`src/rtl/mem_test_pkg.sv`:
```
// Shared definitions for the memory test sequencer: the fixed script,
// step-op encoding and FSM state codes.
package mem_test_pkg;

  localparam int NUM_STEPS  = 10;
  localparam int STEP_IDX_W = 4;

  typedef enum logic {
    OP_WRITE = 1'b0,
    OP_READ  = 1'b1
  } step_op_e;

  typedef struct packed {
    step_op_e    op;
    logic [15:0] addr;
    logic [15:0] data;
  } step_t;

  localparam logic [2:0] ST_IDLE  = 3'd0;
  localparam logic [2:0] ST_WAIT  = 3'd1;
  localparam logic [2:0] ST_ISSUE = 3'd2;
  localparam logic [2:0] ST_LATCH = 3'd3;
  localparam logic [2:0] ST_DONE  = 3'd4;

  // Script constants are 16 bits wide; the sequencer resizes them to the bus.
  function automatic step_t script_step(input logic [STEP_IDX_W-1:0] idx);
    step_t s;
    case (idx)
      4'd0:    s = '{OP_WRITE, 16'd1,   16'h003A};
      4'd1:    s = '{OP_WRITE, 16'd512, 16'h0010};
      4'd2:    s = '{OP_READ,  16'd1,   16'h003A};
      4'd3:    s = '{OP_READ,  16'd512, 16'h0010};
      4'd4:    s = '{OP_WRITE, 16'd1,   16'h00A0};
      4'd5:    s = '{OP_WRITE, 16'd512, 16'h0020};
      4'd6:    s = '{OP_READ,  16'd1,   16'h00A0};
      4'd7:    s = '{OP_READ,  16'd512, 16'h0020};
      4'd8:    s = '{OP_READ,  16'd20,  16'h0042};
      4'd9:    s = '{OP_READ,  16'd21,  16'h0037};
      default: s = '{OP_READ,  16'd0,   16'h0000};
    endcase
    return s;
  endfunction

endpackage

```
`src/rtl/button_debounce.sv`:
```
// Pushbutton conditioner: 2-flop synchronizer, stability counter and a
// single-cycle pulse for every accepted press.
module button_debounce #(
  parameter int DEBOUNCE_CYCLES = 500000
) (
  input  logic clk,
  input  logic reset,
  input  logic button_i,
  output logic pulse_o
);

  localparam int CNT_W = (DEBOUNCE_CYCLES > 1) ? $clog2(DEBOUNCE_CYCLES) : 1;
  localparam logic [CNT_W-1:0] CNT_LAST = CNT_W'(DEBOUNCE_CYCLES - 1);

  logic             sync1_q;
  logic             sync2_q;
  logic             level_q;
  logic             pulse_q;
  logic [CNT_W-1:0] cnt_q;
  logic             accept;

  // A new level is taken on its DEBOUNCE_CYCLES-th consecutive differing cycle.
  assign accept  = (sync2_q != level_q) && (cnt_q == CNT_LAST);
  assign pulse_o = pulse_q;

  always_ff @(posedge clk or posedge reset) begin
    if (reset) begin
      sync1_q <= 1'b0;
      sync2_q <= 1'b0;
      level_q <= 1'b0;
      pulse_q <= 1'b0;
      cnt_q   <= '0;
    end else begin
      sync1_q <= button_i;
      sync2_q <= sync1_q;
      pulse_q <= accept & sync2_q;
      if (sync2_q == level_q) begin
        cnt_q <= '0;
      end else if (accept) begin
        cnt_q   <= '0;
        level_q <= sync2_q;
      end else begin
        cnt_q <= cnt_q + 1'b1;
      end
    end
  end

endmodule

```
`src/rtl/mem_test_sequencer.sv`:
```
// Walks a fixed write/read script against a 1-cycle-latency RAM port,
// one step per button press or continuously under auto_run.
module mem_test_sequencer
  import mem_test_pkg::*;
#(
  parameter int ADDR_WIDTH      = 12,
  parameter int DATA_WIDTH      = 16,
  parameter int DEBOUNCE_CYCLES = 500000
) (
  input  logic                  clk,
  input  logic                  reset,
  input  logic                  step_button,
  input  logic                  auto_run,
  input  logic [DATA_WIDTH-1:0] mem_q,
  output logic [ADDR_WIDTH-1:0] mem_addr,
  output logic [DATA_WIDTH-1:0] mem_d,
  output logic                  mem_we,
  output logic [3:0]            step_index,
  output logic [DATA_WIDTH-1:0] last_rd,
  output logic                  done,
  output logic                  pass,
  output logic [3:0]            fail_step
);

  localparam logic [3:0] LAST_IDX = 4'(NUM_STEPS - 1);

  logic [2:0]            state_q, state_d;
  logic [3:0]            idx_q, idx_d;
  logic [DATA_WIDTH-1:0] last_rd_q, last_rd_d;
  logic                  pass_q, pass_d;
  logic [3:0]            fail_q, fail_d;

  logic                  step_pulse;
  step_t                 cur;
  logic [ADDR_WIDTH-1:0] step_addr;
  logic [DATA_WIDTH-1:0] step_data;

  button_debounce #(
    .DEBOUNCE_CYCLES(DEBOUNCE_CYCLES)
  ) u_debounce (
    .clk      (clk),
    .reset    (reset),
    .button_i (step_button),
    .pulse_o  (step_pulse)
  );

  assign cur       = script_step(idx_q);
  assign step_addr = ADDR_WIDTH'(cur.addr);
  assign step_data = DATA_WIDTH'(cur.data);

  // Port drive is decoded from state so a reset mid-step drops mem_we at once.
  always_comb begin
    mem_addr = '0;
    mem_d    = '0;
    mem_we   = 1'b0;
    if (state_q == ST_ISSUE || state_q == ST_LATCH) begin
      mem_addr = step_addr;
    end
    if (state_q == ST_ISSUE && cur.op == OP_WRITE) begin
      mem_we = 1'b1;
      mem_d  = step_data;
    end
  end

  always_comb begin
    state_d   = state_q;
    idx_d     = idx_q;
    last_rd_d = last_rd_q;
    pass_d    = pass_q;
    fail_d    = fail_q;
    case (state_q)
      ST_IDLE:  state_d = ST_WAIT;
      ST_WAIT:  if (step_pulse || auto_run) state_d = ST_ISSUE;
      ST_ISSUE: state_d = ST_LATCH;
      ST_LATCH: begin
        if (cur.op == OP_READ) begin
          last_rd_d = mem_q;
          if (mem_q != step_data) begin
            pass_d = 1'b0;
            // Only the first mismatch is recorded.
            if (pass_q) fail_d = idx_q;
          end
        end
        if (idx_q == LAST_IDX) begin
          state_d = ST_DONE;
        end else begin
          idx_d   = idx_q + 4'd1;
          state_d = ST_WAIT;
        end
      end
      ST_DONE:  state_d = ST_DONE;
      default:  state_d = ST_IDLE;
    endcase
  end

  always_ff @(posedge clk or posedge reset) begin
    if (reset) begin
      state_q   <= ST_IDLE;
      idx_q     <= '0;
      last_rd_q <= '0;
      pass_q    <= 1'b1;
      fail_q    <= '0;
    end else begin
      state_q   <= state_d;
      idx_q     <= idx_d;
      last_rd_q <= last_rd_d;
      pass_q    <= pass_d;
      fail_q    <= fail_d;
    end
  end

  assign step_index = idx_q;
  assign last_rd    = last_rd_q;
  assign done       = (state_q == ST_DONE);
  assign pass       = pass_q;
  assign fail_step  = fail_q;

endmodule

```
`config.mk`:
```
export PLATFORM = sky130hd
export DESIGN_NAME = mem_test_sequencer
export DESIGN_NICKNAME = d
export VERILOG_FILES = /design/src/rtl/mem_test_pkg.sv /design/src/rtl/button_debounce.sv /design/src/rtl/mem_test_sequencer.sv
export SDC_FILE = /design/constraint.sdc
export NUM_CORES = 1
export LEC_CHECK = 0
export BUFFER_PORTS_ARGS = -buffer_cell sky130_fd_sc_hd__clkbuf_2
export CORE_UTILIZATION = 41
export CTS_CLUSTER_SIZE = 20
export DETAILED_ROUTE_END_ITERATION = 6
export GPL_TIMING_DRIVEN = 0
export PLACE_DENSITY_LB_ADDON = 0.15
export SYNTH_ARGS = -nofsm -noshare
export SYNTH_HDL_FRONTEND = slang
export SYNTH_SLANG_ARGS = --single-unit
```
`constraint.sdc`:
```
create_clock -name clk -period 3.53 [get_ports clk]
set_input_delay 0.1765 -clock clk [delete_from_list [all_inputs] [get_ports clk]]
set_output_delay 0.1765 -clock clk [all_outputs]
set_load 0.005 [all_outputs]
```
==> reports/metrics.yaml <==
placement:
  place.detailed.hpwl_um: 3890
  numPortBuffers: 55
  gp_congestion: 0.7775
sta:
  setup_viol: 0
  drv_slew: 0
  tns_ns: 0
  finClkSkew_ns: 0.01206
  period_share_pct: 70.85
  max_freq_mhz: 399.9
  hold_viol_final: 0
  tightest_slew_ns: 0.6901
  maxSlewHeadroom_pct: 53.82
  rsz0062_at_grt: "false"
  holdWs_ns: 0.1133
  fin_crit_ns: 2.501
clock_tree:
  htreeDepth: 2
  clock-sinks: 51
  cts.path.max_buffers: 2
  ctsHoldBuffers: 2
  clock_latency_ns: 0.30
  ctsResizeCount: 0
  cts_inserted_buffers: 5
  root_buffer: "clkbuf_8"
  clk_pin_slew_ns: 0.10
  cts_tree: "yes"
  post-cts-setup-buffers: 0
power:
  powerDensity_nw_per_um2: 590.1
  ir_drop_mv: 0.3476
  power_mw: 1.941
  p_leak_nw: 1.553
global_routing:
  grt-ovfl-total: 0
  grt_max_degree: 42
  antenna_found_initial: 0
  gr-usage-all-layers_pct: 16.34
  grt_pass1_vias: 1834
  grt_first_pass_wirelength_um: 9087
routing:
  postRouteAntennaNets: 0
  drt-wirelength-per-cell_um: 12.42
  dr.pass1.iters: 5
  vias: 2001
  drt_first_iter_violations: 66
  drc: 0
  viasPerCell: 4.742
  wl_um: 5241
worst_setup_path:
  path_buf_inv: 1
  required_ns: 3.73
  max_stage_delay_ns: 0.53
  crit_type: "flop to flop"
  critPathLaunchType: "flop"
  crit_family: "simple AND/OR/NAND/NOR gates"
  crit_fanout: 9
  worst_r2r_startpoint: "step_index[1]"
  cp_slowest_cell: "dfrtp_1"
  r2r_slack_ns: 1.03
  end_kind: "flop"
  cp.arrival_ns: 2.70
  startpoint: "step_index[1]"
  worstPathCellList: "inv_1 -> ha_1 -> nand3b_1 -> nor3b_1 -> o32ai_1 -> a2111oi_4 -> nor2_4 -> mux2_4"
cells_and_area:
  post-route-util_pct: 51.80
  fin_nets: 368
  syn_to_final_growth_pct: 21.54
  diodes: 0
  drive_above_1_share_pct: 34.78
floorplanning:
  die_x_um: 83.25
  coreArea_sq_um: 6350
  rows: 29
  ios: 75
  start_util_pct: 42.62
  die_height_um: 83.25
  die-area_sq_um: 6930
worst_hold_path:
  hp-class: "input port to flop"
  hold_start: "mem_q[9]"
synth:
  yosys-top-cells-count: "dfrtp_1 (50), nor2_1 (37), buf_4 (20), mux2_2 (17), nand2_1 (16)"
  synth.avg_cell_area_sq_um: 10.37
  yosys_register_bits: 51
  yosysUniqueCellTypes: 47
  ys_async_sr_fraction_pct: 100.0
  synth_top_area_cell: "dfrtp_1"
  synthDominantCellAreaShare_pct: 46.23
  netlist_instances: 261
  synthFlopType: "dfrtp_1"
  synth_area_sq_um: 2706
  synth.yosys.seq_area_share_pct: 47.20
  yosys_warnings: 0
  synth_edf_count: 0
  yosys-top-cells-area: "dfrtp_1 (46%), mux2_2 (7.1%), buf_4 (5.5%)"
  synth_most_common_cell: "dfrtp_1"
run_status:
  outcome: "finished clean"
run:
  cap_violations: 0
## state kept, by name, indices dropped and copies added (netlist names)
register            flops
fail_step               4
u_debounce.sync2_q      1
state_q                 3
step_index              4
u_debounce.sync1_q      1
u_debounce.pulse_o      1
last_rd                16
u_debounce.level_q      1
u_debounce.cnt_q       19
pass                    1
## logic make-up (layout without fill, tap and decap cells)
group                    count (synthesis)  in the layout  share of synthesized area (%)
flip-flops                              51             51                          47.20
AO/OA/AOI/OAI                           19             19                          6.334
buffers and inverters                   40            106                          8.552
other                                    1             19                         0.1386
XOR/XNOR                                20             20                          6.473
AND/OR/NAND/NOR                        104            104                          19.79
adder cells (fa/ha/maj)                  4              4                          1.849
multiplexers                            22             22                          9.662
## worst reg2reg max path: stages (launching register included)
cell and delay (ns):
dfrtp_1 0.53, inv_1 0.14, ha_1 0.23, nand3b_1 0.26
nor3b_1 0.24, o32ai_1 0.14, a2111oi_4 0.44, nor2_4 0.11
mux2_4 0.31
## routing by layer
metal	vias up	global-route usage (%)	share of wire, %
met5	-	0	0
met4	0	4.232	0.42
met3	2	3.777	5.2
met2	56	25.71	49
met1	937	22.80	45
li1	1006	-	-
## power breakdown
group | total, mW | switching (mW) | leakage, nW | internal, mW
Sequential | 0.819 | 0.101 | 0.657 | 0.718
Combinational | 0.752 | 0.387 | 0.846 | 0.365
Clock | 0.370 | 0.191 | 0.0505 | 0.179
## worst paths after layout
kind | to | cells after the start
hold / removal | last_rd[9] | 2
setup reg to reg | fail_step[3] | 8
hold reg to reg | u_debounce.sync2_q | 0
max in group asynchronous | last_rd[0] | 4
min in group asynchronous | fail_step[0] | 3
setup / recovery | fail_step[3] | 8
## per-stage QoR
| stage | instances | setup WS [ns] | cell area [sq um] |
|---|---|---|---|
| finish | 422 | 1.029 | 3289 |
| global route | 422 | 0.7974 | 3289 |
| CTS | 422 | 1.013 | 3289 |
| detailed placement | 412 | 1.045 | 3166 |
| global placement | 411 | 1.015 | 3146 |
| floorplan | 279 | 1.366 | 2774 |
## placed cells by master, fill, tap and decap left out, drive strengths merged, types with 2 or more instances in the layout
cell type | Yosys | layout
nor2b | 5 | 5
nand2b | 2 | 2
nand2 | 16 | 16
xnor2 | 14 | 14
or3 | 3 | 3
or4 | 2 | 2
nand3 | 11 | 11
a21oi | 5 | 5
nand3b | 2 | 2
buf | 25 | 26
dfrtp | 50 | 50
nor4 | 2 | 2
dlygate4sd3 | 0 | 2
nor4b | 2 | 2
nor3b | 3 | 3
and4 | 3 | 3
o32ai | 2 | 2
nand4 | 2 | 2
clkbuf | 4 | 66
conb | 1 | 19
nor2 | 38 | 38
mux2 | 21 | 21
or2 | 2 | 2
o21ai | 4 | 4
xor2 | 6 | 6
inv | 11 | 11
and3 | 2 | 2
ha | 4 | 4
nor3 | 7 | 7
## area by class of cell
class	count	area, sq um
Buffer	29	190.2
Clock buffer	7	96.34
Clock inverter	1	7.507
Fill cell	613	3060
Inverter	11	41.29
Multi-Input combinational cell	188	1265
Sequential cell	51	1277
Tap cell	77	96.34
Timing Repair Buffer	58	315.3
Power figures use the tool's default switching activity.
